### config.mk
export PLATFORM = sky130hd
export DESIGN_NAME = d_ctrl
export DESIGN_NICKNAME = d
export VERILOG_FILES = /design/src/rtl/d_ctrl_pkg.sv /design/src/rtl/d_ctrl_d0_status_rx.sv /design/src/rtl/d_ctrl.sv
export SDC_FILE = /design/constraint.sdc
export NUM_CORES = 1
export LEC_CHECK = 0
export CAP_MARGIN = 5
export CORE_ASPECT_RATIO = 1.1
export CORE_MARGIN = 4
export CORE_UTILIZATION = 59
export DETAILED_ROUTE_END_ITERATION = 16
export PLACE_DENSITY_LB_ADDON = 0.08
export SLEW_MARGIN = 25
export SYNTH_ARGS = -nofsm -noshare
export SYNTH_HDL_FRONTEND = slang
export SYNTH_SLANG_ARGS = --single-unit
### constraint.sdc
create_clock -name iclk -period 2.2 [get_ports iclk]
set_clock_uncertainty 0.1 [all_clocks]
set_input_delay 0.33 -clock iclk [delete_from_list [all_inputs] [get_ports iclk]]
set_output_delay 0.33 -clock iclk [all_outputs]
set_load 0.03 [all_outputs]
### src/rtl/d_ctrl_pkg.sv
// Shared types and constants for the SD D-line block sequencer (d_ctrl)
// and its D0 status/busy receiver.
package d_ctrl_pkg;

    typedef enum logic [3:0] {
        ST_IDLE,
        ST_RD_CMD,
        ST_RCV_START,
        ST_RCV_WAIT,
        ST_RETRY,
        ST_PROC_START,
        ST_PROC_WAIT,
        ST_WR_CMD,
        ST_SEND_START,
        ST_SEND_WAIT,
        ST_STATUS,
        ST_BUSY,
        ST_FINISH
    } state_t;

    typedef enum logic [1:0] {
        RX_START,
        RX_BITS,
        RX_END,
        RX_BUSY
    } rx_phase_t;

    localparam logic [1:0] ERR_OK      = 2'd0;
    localparam logic [1:0] ERR_RD_CRC  = 2'd1;
    localparam logic [1:0] ERR_WR_REJ  = 2'd2;
    localparam logic [1:0] ERR_TIMEOUT = 2'd3;

    // Card CRC status token meaning "data accepted"
    localparam logic [2:0] STATUS_TOKEN_OK = 3'b010;

    // Cycles at the start of RCV_WAIT during which the driver CRC-fail level is stale
    localparam int CRC_BLANK = 2;

    // States in which the wait timeout counter runs
    function automatic logic is_timed(input state_t s);
        return (s == ST_RD_CMD)    || (s == ST_WR_CMD)    ||
               (s == ST_RCV_WAIT)  || (s == ST_PROC_WAIT) ||
               (s == ST_SEND_WAIT) || (s == ST_STATUS)    ||
               (s == ST_BUSY);
    endfunction

endpackage

### src/rtl/d_ctrl_d0_status_rx.sv
// D0 status receiver: finds the start bit, shifts in the 3-bit CRC status
// token MSB first, skips the end bit, then flags the release of card busy.
// Held in its start phase whenever en is low.
import d_ctrl_pkg::*;

module d0_status_rx (
    input  logic       clk,
    input  logic       rst_n,
    input  logic       en,
    input  logic       d0,
    output logic       token_valid,
    output logic [2:0] token,
    output logic       busy_release
);

    rx_phase_t  phase;
    logic [1:0] bit_cnt;
    logic [1:0] shift_bits;

    // Sampling phase, bit counter and the first two token bits
    always_ff @(posedge clk or negedge rst_n) begin
        if (!rst_n) begin
            phase      <= RX_START;
            bit_cnt    <= 2'd0;
            shift_bits <= 2'b00;
        end else if (!en) begin
            phase      <= RX_START;
            bit_cnt    <= 2'd0;
            shift_bits <= 2'b00;
        end else begin
            case (phase)
                RX_START: begin
                    if (!d0) begin
                        phase   <= RX_BITS;
                        bit_cnt <= 2'd0;
                    end
                end
                RX_BITS: begin
                    shift_bits <= {shift_bits[0], d0};
                    bit_cnt    <= bit_cnt + 2'd1;
                    if (bit_cnt == 2'd2) begin
                        phase <= RX_END;
                    end
                end
                RX_END:  phase <= RX_BUSY;
                RX_BUSY: phase <= RX_BUSY;
                default: phase <= RX_START;
            endcase
        end
    end

    // Token completes on the third bit; busy ends when D0 is seen high
    always_comb begin
        token_valid  = en && (phase == RX_BITS) && (bit_cnt == 2'd2);
        token        = {shift_bits, d0};
        busy_release = en && (phase == RX_BUSY) && d0;
    end

endmodule

### src/rtl/d_ctrl.sv
// d_ctrl: sequences one SD block pass (read, process, write back, CRC status,
// busy wait) with a timeout on every wait state.
// Optional macro D_CTRL_RETRY_EN adds re-reads after a receive CRC failure.
import d_ctrl_pkg::*;

module d_ctrl #(
    parameter int TIMEOUT_W = 20,
    parameter int MAX_RETRY = 3
) (
    input  logic       iclk,
    input  logic       irst_n,
    input  logic       istart,
    output logic       ord_cmd_req,
    input  logic       ird_cmd_ack,
    output logic       owr_cmd_req,
    input  logic       iwr_cmd_ack,
    output logic       odrv_start,
    input  logic       idrv_done,
    input  logic       idrv_crc_fail,
    output logic       oproc_start,
    input  logic       iproc_done,
    input  logic       id0,
    output logic       obusy,
    output logic       odone,
    output logic [1:0] oerr
);

    localparam logic [TIMEOUT_W-1:0] CRC_BLANK_CNT = TIMEOUT_W'(CRC_BLANK);

    state_t                 state, next_state;
    logic [1:0]             next_err;
    logic [TIMEOUT_W-1:0]   tmo_cnt;
    logic                   tmo_hit;
    logic                   crc_armed;
    logic                   token_valid;
    logic [2:0]             token;
    logic                   busy_release;

`ifdef D_CTRL_RETRY_EN
    localparam int RETRY_W = $clog2(MAX_RETRY + 1);
    localparam logic [RETRY_W-1:0] RETRY_LIMIT = RETRY_W'(MAX_RETRY);
    logic [RETRY_W-1:0] retry_cnt, next_retry;
`endif

    assign tmo_hit   = &tmo_cnt;
    assign crc_armed = (tmo_cnt >= CRC_BLANK_CNT);
    assign obusy     = (state != ST_IDLE);

    d0_status_rx u_status_rx (
        .clk          (iclk),
        .rst_n        (irst_n),
        .en           ((state == ST_STATUS) || (state == ST_BUSY)),
        .d0           (id0),
        .token_valid  (token_valid),
        .token        (token),
        .busy_release (busy_release)
    );

    // State, result code and retry count registers
    always_ff @(posedge iclk or negedge irst_n) begin
        if (!irst_n) begin
            state     <= ST_IDLE;
            oerr      <= ERR_OK;
`ifdef D_CTRL_RETRY_EN
            retry_cnt <= '0;
`endif
        end else begin
            state     <= next_state;
            oerr      <= next_err;
`ifdef D_CTRL_RETRY_EN
            retry_cnt <= next_retry;
`endif
        end
    end

    // Wait timeout: restarts on every state change, counts only in wait states
    always_ff @(posedge iclk or negedge irst_n) begin
        if (!irst_n) begin
            tmo_cnt <= '0;
        end else if (state != next_state) begin
            tmo_cnt <= '0;
        end else if (is_timed(state)) begin
            tmo_cnt <= tmo_cnt + 1'b1;
        end
    end

    // Next state, result code and Moore outputs; awaited events beat the timeout
    always_comb begin
        next_state  = state;
        next_err    = oerr;
`ifdef D_CTRL_RETRY_EN
        next_retry  = retry_cnt;
`endif
        ord_cmd_req = 1'b0;
        owr_cmd_req = 1'b0;
        odrv_start  = 1'b0;
        oproc_start = 1'b0;
        odone       = 1'b0;

        case (state)
            ST_IDLE: begin
                if (istart) begin
                    next_state = ST_RD_CMD;
                    next_err   = ERR_OK;
                end
            end
            ST_RD_CMD: begin
                ord_cmd_req = 1'b1;
                if (ird_cmd_ack) begin
                    next_state = ST_RCV_START;
                end else if (tmo_hit) begin
                    next_state = ST_FINISH;
                    next_err   = ERR_TIMEOUT;
                end
            end
            ST_RCV_START: begin
                odrv_start = 1'b1;
                next_state = ST_RCV_WAIT;
            end
            ST_RCV_WAIT: begin
                if (idrv_done) begin
                    next_state = ST_PROC_START;
                end else if (idrv_crc_fail && crc_armed) begin
`ifdef D_CTRL_RETRY_EN
                    next_state = ST_RETRY;
`else
                    next_state = ST_FINISH;
                    next_err   = ERR_RD_CRC;
`endif
                end else if (tmo_hit) begin
                    next_state = ST_FINISH;
                    next_err   = ERR_TIMEOUT;
                end
            end
            ST_RETRY: begin
`ifdef D_CTRL_RETRY_EN
                if (retry_cnt < RETRY_LIMIT) begin
                    next_retry = retry_cnt + 1'b1;
                    next_state = ST_RD_CMD;
                end else begin
                    next_state = ST_FINISH;
                    next_err   = ERR_RD_CRC;
                end
`else
                next_state = ST_FINISH;
                next_err   = ERR_RD_CRC;
`endif
            end
            ST_PROC_START: begin
                oproc_start = 1'b1;
                next_state  = ST_PROC_WAIT;
            end
            ST_PROC_WAIT: begin
                if (iproc_done) begin
                    next_state = ST_WR_CMD;
                end else if (tmo_hit) begin
                    next_state = ST_FINISH;
                    next_err   = ERR_TIMEOUT;
                end
            end
            ST_WR_CMD: begin
                owr_cmd_req = 1'b1;
                if (iwr_cmd_ack) begin
                    next_state = ST_SEND_START;
                end else if (tmo_hit) begin
                    next_state = ST_FINISH;
                    next_err   = ERR_TIMEOUT;
                end
            end
            ST_SEND_START: begin
                odrv_start = 1'b1;
                next_state = ST_SEND_WAIT;
            end
            ST_SEND_WAIT: begin
                if (idrv_done) begin
                    next_state = ST_STATUS;
                end else if (tmo_hit) begin
                    next_state = ST_FINISH;
                    next_err   = ERR_TIMEOUT;
                end
            end
            ST_STATUS: begin
                if (token_valid) begin
                    if (token == STATUS_TOKEN_OK) begin
                        next_state = ST_BUSY;
                    end else begin
                        next_state = ST_FINISH;
                        next_err   = ERR_WR_REJ;
                    end
                end else if (tmo_hit) begin
                    next_state = ST_FINISH;
                    next_err   = ERR_TIMEOUT;
                end
            end
            ST_BUSY: begin
                if (busy_release) begin
                    next_state = ST_FINISH;
                end else if (tmo_hit) begin
                    next_state = ST_FINISH;
                    next_err   = ERR_TIMEOUT;
                end
            end
            ST_FINISH: begin
                odone      = 1'b1;
`ifdef D_CTRL_RETRY_EN
                next_retry = '0;
`endif
                next_state = ST_IDLE;
            end
            default: begin
                next_state = ST_IDLE;
            end
        endcase
    end

endmodule
==> run_results.csv <==
group,metric,value,unit
detailed_routing,route.detailed.vias_per_inst,6.81,
run,max-cap-violations,0,
layout,layout_cells_sized_above_1,39.8,%
floorplan,fp.dieW,68.3,um
global_route,grt_start_max_net_pins,33,
setup_path,setup.worst_path.end_class,"flop",
setup_path,ff2ff_path_depth,9,
detailed_routing,ant_nets,0,
global_route,grt_pass1_vias,2428,
placed_design,hpwl,4610,um
clocking,cts.sinks,32,
timing,maxSlewViolCount,0,
clocking,cts.reportedPaths.clkPinSlew,0.07,ns
status,status,"complete, but fails checks",
power_and_ir_drop,p_per_area,1190,nW/um2
logic_synthesis,netlist_area,2360,um2
layout,layout_common_cells,"sky130_fd_sc_hd__buf_4, sky130_fd_sc_hd__dfrtp_1, sky130_fd_sc_hd__nor2_1, sky130_fd_sc_hd__xor2_1",
power_and_ir_drop,overall_power_after_layout,4.08,mW
power_and_ir_drop,max-vdd-ir-drop,1010,uV
floorplan,die-area,5080,um2
timing,finalHoldViolations,0,
logic_synthesis,syn-mean-instance-area,9.19,um2
clocking,skew_pair_late_insertion_delay,0.29,ns
logic_synthesis,ys_seq_elements,32,
timing,timing.setup.tns,-2.78,ns
detailed_routing,vias,2650,
setup_path,cp-start-kind,"flop",
logic_synthesis,synth.lib_cells_used.distinct,55,
status,failing_checks,"setup timing",
floorplan,design.core.area,3740,um2
timing,period_utilization_post_route,109,%
setup_path,critical_register_to_register_path_startpoint,"tmo_cnt[0]",
timing,final_period_minus_worst_setup_slack,2.41,ns
global_route,grt_antenna_before_repair,0,
timing,max_slew.worst_pin.slew,0.432,ns
logic_synthesis,syn_nets,269,
logic_synthesis,synth.yosys.seq_area_share,33.9,%
timing,layout_setup_ws,-0.205,ns
timing,max_clock_freq,416,MHz
floorplan,rows,23,
setup_path,r2r_end,"tmo_cnt[15]",
power_and_ir_drop,leakagePower,1.53,nW
setup_path,timing.critical_path.fanout_max,10,
logic_synthesis,warnings_synthesis,0,
detailed_routing,route.detailed.drc,0,
layout,instances_no_fill,389,
clocking,cts_buffers,5,
setup_path,setup.worst_path.class,"flop to flop",
timing,setup_repair_after_global_routing_missed_its_margin,"yes",
placed_design,place.port_buffers,16,
detailed_routing,drt_pass1_iterations,6,
global_route,grt_pass1_wl,11500,um
clocking,cts-htree-levels,2,
logic_synthesis,synth_async_sr_flop_share,100,%
setup_path,setup.reg_to_reg.worst_slack,-0.21,ns
floorplan,floorplan.io_pins,17,
detailed_routing,route.final.wire_length,9280,um
clocking,tritoncts,"yes",
placed_design,gp_congestion,0.935,
layout,diodes,0,
global_route,gr-total-overflow,0,
clocking,clk_root_buffer_cell,"sky130_fd_sc_hd__clkbuf_8",
global_route,grt_usage,30.7,%
detailed_routing,drt-wirelength-per-cell,23.9,um
floorplan,initial_utilization,63.1,%
logic_synthesis,syn_inst,257,
logic_synthesis,synth_flop_cell,"sky130_fd_sc_hd__dfrtp_1",
logic_synthesis,number_of_synthesized_flops_with_an_enable_pin,0,
floorplan,die-height,74.3,um
clocking,clk_path_buf_depth,2,
detailed_routing,drtIter0Drc,470,
layout,final_nets,351,
timing,setup_viol_count_final,22,
layout,area_delta_synth_final,44.7,%
placed_design,placed_cells_incl_taps,369,
timing,max-slew-margin-rel,71.2,%
timing,fin_worst_hold_slack,0.359,ns
layout,layout.cells.most_common,"sky130_fd_sc_hd__buf_4",
setup_path,critical_path_at,2.50,ns
setup_path,cp_data_required_time,2.29,ns
hold_path,timing.hold.worst.class,"input pin to async pin",
## metal layers
metal	wire (um)	vias up	GRT usage, %
met2	4450	195	53.3
li1	-	1107	-
met5	0	-	0
met3	857	65	6.19
met4	642	0	17.0
met1	3330	1283	34.9
## worst max path at each step
stage               cells after the start  slack (ns)       start     endpoint
CTS                                     7       0.002    state[3]  tmo_cnt[12]
detailed placement                      6       -0.41         id0  tmo_cnt[17]
global route                            8       -0.20  tmo_cnt[3]  tmo_cnt[15]
global placement                        8       -0.37   idrv_done   tmo_cnt[8]
finish                                  9       -0.21  tmo_cnt[0]  tmo_cnt[15]
floorplan                               5        0.05    state[0]  ord_cmd_req
## power breakdown
group	internal (mW)	switching (mW)
clock	0.279	0.227
sequential	0.645	0.101
combinational	1.23	1.60
total	2.15	1.93
## repair_timing
action / 4_1_cts / 5_1_grt
hold buffers: 0 / 0
setup endpoints to repair: 23 / 23
gates cloned: 2 / 1
buffers inserted: 2 / 8
gates resized for setup: 14 / 31
pin swaps: 4 / 21
## flip-flops by register name, indices dropped and copies added (netlist names)
signal / count
oerr: 2
u_status_rx.phase: 2
u_status_rx.shift_bits: 2
tmo_cnt: 20
u_status_rx.bit_cnt: 2
state: 4
## area by class of cell
class                   count  area [um2]
clock buffers               7        96.3
fillers                   154         324
inverters                   5        18.8
multi-input cells         203        1630
flip-flops and latches     32         803
well taps                  50        62.6
repair buffers             92         808
## logic make-up after synthesis
logic type / Yosys count / synth area share, %
mux: 6 / 2.54
buf+inv: 23 / 5.56
flops: 32 / 33.9
compound gates: 51 / 14.9
xor+xnor: 20 / 7.42
simple gates: 122 / 34.1
fa+ha+maj: 3 / 1.59
## per-stage QoR
step	utilization [%]	cell area [um2]	worst slack, ns
after global placement	79.4	2970	-0.372
after CTS	85.0	3180	0.00189
after global routing	91.3	3420	-0.204
after floorplan	-	2360	0.0541
final	91.3	3420	-0.205
after detailed placement	79.4	2970	-0.411
## critical path, stage by stage, from the launching register on
cell	delay [ns]
sky130_fd_sc_hd__dfrtp_1	0.45
sky130_fd_sc_hd__inv_1	0.10
sky130_fd_sc_hd__ha_1	0.24
sky130_fd_sc_hd__nor4_2	0.26
sky130_fd_sc_hd__and3_1	0.29
sky130_fd_sc_hd__nand3_2	0.13
sky130_fd_sc_hd__a21boi_4	0.23
sky130_fd_sc_hd__o21ai_4	0.13
sky130_fd_sc_hd__buf_12	0.17
sky130_fd_sc_hd__nor3_2	0.22
## Yosys cell counts (all sizes together) (3+ instances only)
cell / count / area share (%)
dfrtp: 32 / 34
nor3: 24 / 9.3
nor2: 21 / 3.7
xor2: 17 / 6.3
a21oi: 15 / 3.7
buf: 14 / 4.1
nand2: 13 / 2.1
nand3: 10 / 2.1
and3: 9 / 2.4
nand2b: 9 / 2.4
nand4: 8 / 2.8
o21ai: 8 / 1.7
mux2i: 6 / 2.5
and4: 5 / 2.0
inv: 5 / 0.79
nor2b: 5 / 1.3
a21o: 4 / 1.3
clkbuf: 4 / 0.64
nand3b: 4 / 1.3
nor4: 4 / 1.3
a21boi: 3 / 1.1
a221oi: 3 / 1.1
a31oi: 3 / 0.79
ha: 3 / 1.6
o22ai: 3 / 0.79
xnor2: 3 / 1.1
Power figures use the tool's default switching activity.
